**src/rtl/spi_sub.sv**
```systemverilog
// SPI mode-3 subordinate: oversamples sclk/cs/mosi in the clk domain and turns each
// R/W + address + data frame into a single-cycle register-file access.
module spi_sub #(
  parameter int ADDR_WIDTH  = 6,
  parameter int DATA_WIDTH  = 8,
  parameter int SYNC_STAGES = 2
) (
  input  logic                  clk,
  input  logic                  rst,
  input  logic                  sclk,
  input  logic                  cs,
  input  logic                  mosi,
  output logic                  miso,
  output logic                  miso_oe,
  output logic [ADDR_WIDTH-1:0] reg_addr,
  output logic                  reg_wr_en,
  output logic [DATA_WIDTH-1:0] reg_wr_data,
  output logic                  reg_rd_en,
  input  logic [DATA_WIDTH-1:0] reg_rd_data,
  output logic                  busy,
  output logic                  frame_err
);

  localparam int MAX_W = (ADDR_WIDTH > DATA_WIDTH) ? ADDR_WIDTH : DATA_WIDTH;
  localparam int CNT_W = (MAX_W > 1) ? $clog2(MAX_W) : 1;

  localparam logic [2:0] S_IDLE = 3'd0;
  localparam logic [2:0] S_RW   = 3'd1;
  localparam logic [2:0] S_ADDR = 3'd2;
  localparam logic [2:0] S_DATA = 3'd3;
  localparam logic [2:0] S_DONE = 3'd4;

  logic [SYNC_STAGES-1:0] sclk_sync_q, sclk_sync_d;
  logic [SYNC_STAGES-1:0] cs_sync_q, cs_sync_d;
  logic [SYNC_STAGES-1:0] mosi_sync_q, mosi_sync_d;
  logic                   sclk_prev_q, sclk_prev_d;
  logic                   cs_prev_q, cs_prev_d;

  logic [2:0]            state_q, state_d;
  logic [CNT_W-1:0]      bit_cnt_q, bit_cnt_d;
  logic                  is_write_q, is_write_d;
  logic [ADDR_WIDTH-1:0] addr_sh_q, addr_sh_d;
  logic [DATA_WIDTH-1:0] data_sh_q, data_sh_d;
  logic [DATA_WIDTH-1:0] tx_q, tx_d;
  logic                  miso_q, miso_d;
  logic [ADDR_WIDTH-1:0] reg_addr_q, reg_addr_d;
  logic                  reg_wr_en_q, reg_wr_en_d;
  logic [DATA_WIDTH-1:0] reg_wr_data_q, reg_wr_data_d;
  logic                  reg_rd_en_q, reg_rd_en_d;
  logic                  rd_load_q, rd_load_d;
  logic                  frame_err_q, frame_err_d;
  logic                  ovl_q, ovl_d;

  logic sclk_s, cs_s, mosi_s;
  logic rise, fall, cs_rise, cs_fall, final_rise;

  assign sclk_s  = sclk_sync_q[SYNC_STAGES-1];
  assign cs_s    = cs_sync_q[SYNC_STAGES-1];
  assign mosi_s  = mosi_sync_q[SYNC_STAGES-1];
  assign rise    = sclk_s & ~sclk_prev_q;
  assign fall    = ~sclk_s & sclk_prev_q;
  assign cs_rise = cs_s & ~cs_prev_q;
  assign cs_fall = ~cs_s & cs_prev_q;
  assign final_rise = rise && (bit_cnt_q == '0);

  always_comb begin
    sclk_sync_d = {sclk_sync_q[SYNC_STAGES-2:0], sclk};
    cs_sync_d   = {cs_sync_q[SYNC_STAGES-2:0], cs};
    mosi_sync_d = {mosi_sync_q[SYNC_STAGES-2:0], mosi};
    sclk_prev_d = sclk_s;
    cs_prev_d   = cs_s;
  end

  always_comb begin
    state_d       = state_q;
    bit_cnt_d     = bit_cnt_q;
    is_write_d    = is_write_q;
    addr_sh_d     = addr_sh_q;
    data_sh_d     = data_sh_q;
    tx_d          = tx_q;
    miso_d        = miso_q;
    reg_addr_d    = reg_addr_q;
    reg_wr_en_d   = 1'b0;
    reg_wr_data_d = reg_wr_data_q;
    reg_rd_en_d   = 1'b0;
    rd_load_d     = reg_rd_en_q;
    frame_err_d   = 1'b0;
    ovl_d         = ovl_q;

    // Backend read data is valid exactly one clk after the request.
    if (rd_load_q) tx_d = reg_rd_data;

    case (state_q)
      S_IDLE: begin
        miso_d = 1'b0;
        ovl_d  = 1'b0;
        if (cs_fall) state_d = S_RW;
      end
      S_RW: begin
        if (cs_rise) begin
          state_d     = S_IDLE;
          frame_err_d = 1'b1;
        end else if (rise) begin
          is_write_d = mosi_s;
          bit_cnt_d  = CNT_W'(ADDR_WIDTH - 1);
          state_d    = S_ADDR;
        end
      end
      S_ADDR: begin
        if (cs_rise) begin
          state_d     = S_IDLE;
          frame_err_d = 1'b1;
        end else if (rise) begin
          addr_sh_d = {addr_sh_q[ADDR_WIDTH-2:0], mosi_s};
          if (bit_cnt_q == '0) begin
            reg_addr_d  = addr_sh_d;
            reg_rd_en_d = ~is_write_q;
            bit_cnt_d   = CNT_W'(DATA_WIDTH - 1);
            state_d     = S_DATA;
          end else begin
            bit_cnt_d = bit_cnt_q - 1'b1;
          end
        end
      end
      S_DATA: begin
        // A cs rise coinciding with the last data rise still completes the frame.
        if (cs_rise && !final_rise) begin
          state_d     = S_IDLE;
          frame_err_d = 1'b1;
          miso_d      = 1'b0;
        end else if (rise) begin
          data_sh_d = {data_sh_q[DATA_WIDTH-2:0], mosi_s};
          if (bit_cnt_q == '0) begin
            reg_wr_en_d = is_write_q;
            if (is_write_q) reg_wr_data_d = data_sh_d;
            miso_d  = 1'b0;
            state_d = S_DONE;
          end else begin
            bit_cnt_d = bit_cnt_q - 1'b1;
          end
        end else if (fall && !is_write_q) begin
          miso_d = tx_q[DATA_WIDTH-1];
          tx_d   = {tx_q[DATA_WIDTH-2:0], 1'b0};
        end
      end
      S_DONE: begin
        miso_d = 1'b0;
        if (cs_s) begin
          state_d = S_IDLE;
        end else if (rise && !ovl_q) begin
          frame_err_d = 1'b1;
          ovl_d       = 1'b1;
        end
      end
      default: state_d = S_IDLE;
    endcase
  end

  always_ff @(posedge clk or posedge rst) begin
    if (rst) begin
      sclk_sync_q   <= '1;
      cs_sync_q     <= '1;
      mosi_sync_q   <= '0;
      sclk_prev_q   <= 1'b1;
      cs_prev_q     <= 1'b1;
      state_q       <= S_IDLE;
      bit_cnt_q     <= '0;
      is_write_q    <= 1'b0;
      addr_sh_q     <= '0;
      data_sh_q     <= '0;
      tx_q          <= '0;
      miso_q        <= 1'b0;
      reg_addr_q    <= '0;
      reg_wr_en_q   <= 1'b0;
      reg_wr_data_q <= '0;
      reg_rd_en_q   <= 1'b0;
      rd_load_q     <= 1'b0;
      frame_err_q   <= 1'b0;
      ovl_q         <= 1'b0;
    end else begin
      sclk_sync_q   <= sclk_sync_d;
      cs_sync_q     <= cs_sync_d;
      mosi_sync_q   <= mosi_sync_d;
      sclk_prev_q   <= sclk_prev_d;
      cs_prev_q     <= cs_prev_d;
      state_q       <= state_d;
      bit_cnt_q     <= bit_cnt_d;
      is_write_q    <= is_write_d;
      addr_sh_q     <= addr_sh_d;
      data_sh_q     <= data_sh_d;
      tx_q          <= tx_d;
      miso_q        <= miso_d;
      reg_addr_q    <= reg_addr_d;
      reg_wr_en_q   <= reg_wr_en_d;
      reg_wr_data_q <= reg_wr_data_d;
      reg_rd_en_q   <= reg_rd_en_d;
      rd_load_q     <= rd_load_d;
      frame_err_q   <= frame_err_d;
      ovl_q         <= ovl_d;
    end
  end

  assign miso_oe     = (state_q == S_DATA) && !is_write_q;
  assign miso        = miso_q & miso_oe;
  assign busy        = (state_q != S_IDLE);
  assign reg_addr    = reg_addr_q;
  assign reg_wr_en   = reg_wr_en_q;
  assign reg_wr_data = reg_wr_data_q;
  assign reg_rd_en   = reg_rd_en_q;
  assign frame_err   = frame_err_q;

endmodule

```
**config.mk**
```make
export PLATFORM = sky130hd
export DESIGN_NAME = spi_sub
export DESIGN_NICKNAME = d
export VERILOG_FILES = /design/src/rtl/spi_sub.sv
export SDC_FILE = /design/constraint.sdc
export NUM_CORES = 1
export LEC_CHECK = 0
export CAP_MARGIN = 25
export CELL_PAD_IN_SITES_DETAIL_PLACEMENT = 2
export CELL_PAD_IN_SITES_GLOBAL_PLACEMENT = 2
export CORE_MARGIN = 1.5
export CORE_UTILIZATION = 39
export DETAILED_ROUTE_END_ITERATION = 8
export PLACE_DENSITY = 0.89
export SYNTH_ARGS = -nofsm -noshare
export SYNTH_HDL_FRONTEND = slang
export SYNTH_SLANG_ARGS = --single-unit
```
**constraint.sdc**
```tcl
create_clock -name clk -period 3.25 [get_ports clk]
set_clock_uncertainty 0.05 [all_clocks]
set_input_delay 0.65 -clock clk [delete_from_list [all_inputs] [get_ports clk]]
set_output_delay 0.65 -clock clk [all_outputs]
set_load 0.1 [all_outputs]
```
== Word level (Yosys, flattened, before mapping) ==
Index checks and enable logic that the tools add are counted.

* Output and inout bits: 20
* Input port bits: 13
* Register bits: 55

* $add $sub $neg: 1
* Bitwise logic cells: 12
* Multiplexer cells: 46
* Reduce and logical (&&, ||, !) cells: 25
* Equality and inequality tests: 22

{| class="wikitable"
|+ Operators by type and width
! cell !! number
|-
| $mux W3 || 18
|-
| $mux W8 || 5
|-
| $ne A2 B2 Y1 const B || 11
|-
| $mux W1 || 18
|-
| $ne A3 B3 Y1 const B || 5
|-
| $pmux W3 S5 || 1
|-
| $reduce_and A3 Y1 || 5
|-
| $pmux W3 S3 || 1
|-
| $ne A4 B4 Y1 const B || 2
|-
| $reduce_and A8 Y1 || 1
|-
| $not A1 Y1 || 7
|-
| $reduce_and A7 Y1 || 1
|-
| $eq A3 B2 Y1 const B || 2
|-
| $logic_not A3 Y1 || 2
|-
| $reduce_bool A3 Y1 || 2
|-
| $and A1 B1 Y1 || 5
|-
| $logic_and A1 B1 Y1 || 5
|-
| $reduce_and A5 Y1 || 1
|-
| $pmux W1 S2 || 2
|-
| $reduce_and A4 Y1 || 1
|-
| $reduce_bool A2 Y1 || 2
|-
| $reduce_or A2 Y1 || 2
|-
| $eq A3 B1 Y1 const B || 1
|-
| $eq A3 B3 Y1 const B || 1
|-
| 3 further kinds || 5
|}

== Logic depth before layout (Yosys ltp) ==
Gate-level depths: netlist (run 1).

* Depth in word-level cells: 7
* Mapped depth: 6
* Gate-level depth less buffers: 6

== Least setup slack after synthesis (run 1) ==
No wires, ideal clock.

* Path type: flip-flop to output port
* Start point: register state_q[2]
* End point: output miso
* Arrival time: 1.958 ns
* Path slack: 0.592 ns
* Data required time: 2.550 ns
* Stages on the path, launching flop included: 3
* Cell sequence: dfrtp_1 > and4bb_2 > and2_1

* Word-level cells in the longest chain between the ends: 3

{| class="wikitable"
|+ RTL lines
! element !! line !! RTL
|-
| from (decl) || 39 || <nowiki>logic [2:0] state_q, state_d;</nowiki>
|-
| from (signal assigned) || 186 || <nowiki>state_q <= state_d;</nowiki>
|-
| $eq A3 B2 Y1 || 203 || <nowiki>assign miso_oe = (state_q == S_DATA) && !is_write_q;</nowiki>
|-
| $logic_and A1 B1 Y1 || 203 ||
|-
| named net miso_oe || 14 || <nowiki>output logic miso_oe,</nowiki>
|-
| $and A1 B1 Y1 || 204 || <nowiki>assign miso = miso_q & miso_oe;</nowiki>
|-
| to (decl) || 13 || <nowiki>output logic miso,</nowiki>
|}

The timed path passes the listed nets, and every way through them passes these cells.

== Final worst setup path (run 1) ==
* Start point: register state_q[0]
* End point: output miso

* Word-level cells in the longest chain between the ends: 3

{| class="wikitable"
|+ RTL lines
! element !! line
|-
| $eq A3 B2 Y1 || 203
|-
| $logic_and A1 B1 Y1 || 203
|-
| $and A1 B1 Y1 || 204
|}

Every way passes these cells.

==> flow_summary.yaml, run 1 <==
run_status:
  status: "finished, final reports clean"
critical_path:
  crit_chain: "and4bb_2 -> and2_1 -> buf_4"
  cp_data_required_time_ps: 2550
  reg2reg_to: "reg_wr_data[6]"
  rrSetupSlack_ps: 1110
  arrival_ps: 1810
  cpPeakStageDelay_ps: 710
  critPathLaunchType: "register"
  worstSetupPathType: "register to output pin"
  critPathMaxFanout: 14
  cp_slowest_cell: "dfrtp_1"
  end_kind: "output pin"
  timing.rr.start: "bit_cnt_q[0]"
  rr_worst_depth: 6
timing:
  fin_crit_ps: 2513
  fmax_ghz: 0.3979
  worstMarginPinSlew_ps: 697.1
  hold_ws_ps: 311.9
  setup_violations: 0
  hold_violations: 0
  maxSlewViolCount: 0
  tns_ps: 0
  layout_worst_path_cycle_share_pct: 77.33
  relSlewSlack_pct: 53.53
  rsz0062_at_grt: "false"
routing:
  wirelength_um: 5086
  via_per_inst: 5.285
  route.antenna.remaining_nets: 0
  drt_iter0_markers: 61
  drc: 0
  wl_per_cell_um: 18.10
  vias: 1485
  drtPass1Iterations: 4
synth:
  synth_edf_count: 0
  synth_ff_type: "dfrtp_1"
  netlist_area_mm2: 0.002287
  ys_ff_latch: 55
  synthArstFlopShare_pct: 100.0
  synth_warnings: 0
  yosysTopAreaCell: "dfrtp_1"
  ys_types: 36
  synth.top_cell.area_share_pct: 53.61
  synth.avg_cell_area_um2: 13.22
  synth_cells: 173
  synth_area_leaders: "dfrtp_1 54%, mux2_2 13%, dfstp_2 6.9%"
  synth.net_count: 188
  ys_seq_area_share_pct: 60.50
clock_network:
  cts_setup_buffers: 0
  htreeDepth: 2
  clk_pin_slew_worst_paths_ps: 100
  cts_made_buffers: 5
  cts_buffer_depth: 2
  cts_resized: 0
  clock-root-buffer: "clkbuf_8"
  clk_latency_ps: 310
  cts_sinks: 55
  cts_tree: "built"
  cts_hold_buffers: 0
final_layout:
  areaGrowthSynthToFinish_pct: 18.87
  final_cells: 281
  fillCellCount: 544
  antenna_cells: 0
  drive_above_1_share_pct: 33.97
  final_core_util_pct: 48.78
  nets: 223
place:
  portBuffers: 32
  dp.cells: 273
  dp.final_hpwl_um: 3711
  place_congestion: 0.7776
floorplan:
  die_y_um: 79.58
  pin_count: 33
  die-area_mm2: 0.006333
  num_rows: 27
  initial_core_util_pct: 41.03
  dieWidth_um: 79.58
  core-area_mm2: 0.005574
power_and_ir_drop:
  peakVddDrop_uv: 269.3
  switchingPower_uw: 598.3
  pwr-share-comb_pct: 25.1
  power_density_mw_per_mm2: 622.0
  p_clk_share_pct: 22.3
  seq_power_share_pct: 52.6
  p_int_mw: 1.093
  p_leak_nw: 1.250
  switching_share_pct: 35.38
worst_hold_path:
  hold_class: "register to register"
  hp-start: "cs_sync_q[0]"
  hold_end: "cs_sync_q[1]"
  hold_depth: 0
flow_run:
  drv_cap: 0
grt:
  first_global_vias: 1743
  grt_usage_pct: 18.48
  grt_pass1_wl_um: 8756
  antenna_found_initial: 0
  grt_max_degree: 56
  grt_overflow: 0
-- how the worst max path moves through the flow --
stage                  from        endpoint  slack (ps)  depth (start not counted)
2_1_floorplan    state_q[2]            miso         590                          2
3_3_place_gp     state_q[0]            miso        1150                          3
3_5_place_dp   bit_cnt_q[0]  reg_wr_data[6]        1090                          6
4_1_cts          state_q[0]            miso         730                          3
5_1_grt          state_q[0]            miso         680                          3
6_report         state_q[0]            miso         740                          3
-- power groups by stage --
stage                     Clock (mW)  Combinational [mW]  Sequential (mW)
after CTS                      0.395               0.431            0.892
after detailed placement           0               0.422            0.904
after floorplan                    0               0.265            0.931
after global routing           0.417               0.461            0.905
final                          0.377               0.424            0.890
after global placement             0               0.400            0.891
-- area by class of cell --
type | count | area [um^2] | area share (%)
Sequential cell | 55 | 1384 | 50.90
Multi-Input combinational cell | 106 | 853.3 | 31.39
Timing Repair Buffer | 33 | 277.8 | 10.22
Tap cell | 72 | 90.09 | 3.313
Clock buffer | 5 | 68.82 | 2.531
Inverter | 7 | 26.28 | 0.9664
Clock inverter | 3 | 18.77 | 0.6903
-- cell usage after synthesis, drive strengths merged, types with 2 or more instances --
library cell and instances:
nand3b 2, inv 7, mux2 27, nand2 6
or3 2, buf 4, nor2 12, nor3 7
mux2i 9, ha 2, o21ai 5, a211oi 2
dfstp 6, nand2b 4, a21oi 10, dfrtp 49
nor2b 4, nor4 3
-- state kept, by name, summed over array words and instances, names as in the netlist, 3 cells and up --
| register | cells |
|---|---|
| addr_sh_q | 5 |
| bit_cnt_q | 3 |
| data_sh_q | 7 |
| reg_addr | 6 |
| reg_wr_data | 8 |
| state_q | 3 |
| tx_q | 8 |
-- metal layers --
metal	GRT usage, %	vias up	part of all wire (%)
li1	-	676	-
met1	20.67	758	40
met2	33.56	39	54
met3	3.886	12	4.2
met4	8.070	0	2.0
met5	0	-	0
-- critical path, delay by kind of cell (launching register included) --
kind,cells,cell delay [ps]
AND/OR/NAND/NOR,2,490
buffers and inverters,1,290
flip-flops,1,710
-- logic make-up (layout without fill, tap and decap cells) --
logic type / Yosys count / in the layout / synth area share, %
fa+ha+maj: 2 / 2 / 1.094
compound gates: 22 / 22 / 6.346
mux: 36 / 36 / 17.23
flops: 55 / 55 / 60.50
simple gates: 46 / 46 / 12.64
buf+inv: 12 / 48 / 2.188
-- metrics by stage --
step,power (mW),area [um^2],setup slack [ps]
2_1_floorplan,1.196,2287,591.6
3_3_place_gp,1.291,2631,1147
3_5_place_dp,1.327,2631,1086
4_1_cts,1.718,2719,733.3
5_1_grt,1.783,2719,681.3
6_report,1.691,2719,736.9
-- cell usage in the layout (no fill, tap or decap), types with 5 or more instances in the layout --
cell / synthesis / routed
dfrtp_1: 49 / 49
a21oi_1: 10 / 10
buf_4: 0 / 21
nor2_1: 12 / 12
dfstp_2: 6 / 6
clkdlybuf4s50_1: 0 / 12
mux2_2: 27 / 27
inv_1: 7 / 6
clkbuf_8: 0 / 5
mux2i_1: 9 / 9
No activity file was read; power rests on OpenSTA's default activity.
==> run 2: changes to the inputs <==
--- a/config.mk
+++ b/config.mk
@@ -9,9 +9,9 @@
 export CELL_PAD_IN_SITES_DETAIL_PLACEMENT = 2
 export CELL_PAD_IN_SITES_GLOBAL_PLACEMENT = 2
 export CORE_MARGIN = 1.5
-export CORE_UTILIZATION = 39
+export CORE_UTILIZATION = 33
 export DETAILED_ROUTE_END_ITERATION = 8
-export PLACE_DENSITY = 0.89
+export PLACE_DENSITY = 0.8
 export SYNTH_ARGS = -nofsm -noshare
 export SYNTH_HDL_FRONTEND = slang
 export SYNTH_SLANG_ARGS = --single-unit
==> constraint.sdc (replaced) <==
create_clock -name clk -period 2 [get_ports clk]
set_clock_uncertainty 0.05 [all_clocks]
set_input_delay 0.4 -clock clk [delete_from_list [all_inputs] [get_ports clk]]
set_output_delay 0.4 -clock clk [all_outputs]
set_load 0.1 [all_outputs]
==> flow_summary.yaml, run 2 (synthesis gave the netlist of run 1 again) <==
floorplan:
  die_y_um: 86.25
  initial_core_util_pct: 33.85
  num_rows: 30
  core-area_mm2: 0.006756
  dieWidth_um: 86.25
  pin_count: 33
  die-area_mm2: 0.007439
timing:
  fmax_ghz: 0.5148
  setup_violations: 0
  maxSlewViolCount: 0
  layout_worst_path_cycle_share_pct: 97.12
  hold_violations: 0
  relSlewSlack_pct: 71.96
  worstMarginPinSlew_ps: 419.8
  fin_crit_ps: 1942
routing:
  wirelength_um: 5540
  via_per_inst: 4.990
  vias: 1512
  drt_iter0_markers: 48
  wl_per_cell_um: 18.28
  drtPass1Iterations: 4
  route.antenna.remaining_nets: 0
  drc: 0
final_layout:
  nets: 237
  final_cell_mix: "48 x dfrtp_1, 28 x buf_4, 26 x mux2_2"
  layout_commonest_cell: "dfrtp_1"
  final_area_mm2: 0.002949
  register_area_mm2: 0.001385
  fillCellCount: 688
  drive_above_1_share_pct: 41.26
  multi_input_area_um2: 888.4
  areaGrowthSynthToFinish_pct: 28.94
  final_core_util_pct: 43.65
  antenna_cells: 0
clock_network:
  cts_made_buffers: 5
  cts_buffer_depth: 2
  cts_hold_buffers: 0
  cts_tree: "built"
  htreeDepth: 2
  clk_latency_ps: 320
  clk_pin_slew_worst_paths_ps: 100
  cts_sinks: 55
  clock-root-buffer: "clkbuf_8"
power_and_ir_drop:
  peakVddDrop_uv: 588.0
  fin_total_pwr_mw: 2.945
  power_density_mw_per_mm2: 998.6
  p_leak_nw: 1.346
place:
  dp.final_hpwl_um: 3492
  place_congestion: 0.8198
  portBuffers: 32
  postPlaceCellArea_mm2: 0.002758
grt:
  grt_max_degree: 56
  grt_usage_pct: 15.68
  grt_pass1_wl_um: 8845
  antenna_found_initial: 0
  grt_overflow: 0
  first_global_vias: 1676
critical_path:
  worstSetupPathType: "register to output pin"
  cp_data_required_time_ps: 1550
  critPathMaxFanout: 5
  end_kind: "output pin"
  critPathLaunchType: "register"
  arrival_ps: 1490
flow_run:
  drv_cap: 0
run_status:
  status: "finished, final reports clean"
worst_hold_path:
  hold_class: "register to register"
## run 2: changes by cell type in the layout (fill, tap and decap cells not counted), sizes merged
cell,before,now
buf,21,35
## run 2: path summary, 6_finish.rpt
kind                       cells after the start  slack (ps)          from             end
setup / recovery                               3          60    is_write_q            miso
max in group asynchronous                      3        1200           rst    cs_sync_q[0]
min in group asynchronous                      3         390           rst  reg_wr_data[6]
hold reg to reg                                0         310  cs_sync_q[0]    cs_sync_q[1]
hold / removal                                 0         310  cs_sync_q[0]    cs_sync_q[1]
setup reg to reg                               6          70  bit_cnt_q[0]    data_sh_q[5]
## run 2: metal layers
layer	part of all wire [%]	global-route usage, %
met5	0	0
met4	1.6	4.839
met3	3.0	3.429
met2	52	25.48
met1	43	21.12
## run 2: layout make-up
| type | instances | share of cell area [%] |
|---|---|---|
| clock inverter | 3 | 0.6364 |
| timing repair buffer | 47 | 15.66 |
| inverter | 7 | 0.8910 |
| tap | 80 | 3.394 |
| multi-input combinational | 106 | 30.12 |
| sequential | 55 | 46.97 |
| clock buffer | 5 | 2.333 |
## run 2: timing repair
action,in CTS,in global routing
setup buffers,1,5
pin swaps,1,2
gates cloned,0,0
setup endpoints to repair,8,25
resized for setup,1,8
## run 2: power breakdown
group	total [mW]	internal, mW	switching [mW]	leakage [nW]
sequential	1.43	1.29	0.142	0.694
combinational	0.889	0.353	0.537	0.604
clock	0.624	0.248	0.376	0.0483
total	2.95	1.89	1.06	1.35
## run 2: worst max-delay path: stages (launching register included)
cell and delay, ps:
dfrtp_1 470, and4bb_4 380, and2_4 160, buf_12 160
## run 2: stage by stage
step / hold slack (ps) / std cells / TNS, ps / setup slack (ps)
2_1_floorplan: 281.2 / 173 / 0 / 156.2
3_3_place_gp: 285.2 / 289 / 0 / 101.5
3_5_place_dp: 298.4 / 289 / 0 / 41.52
4_1_cts: 313.3 / 298 / 0 / 14.81
5_1_grt: 319.7 / 303 / -27.60 / -6.541
6_report: 310.7 / 303 / 0 / 57.62
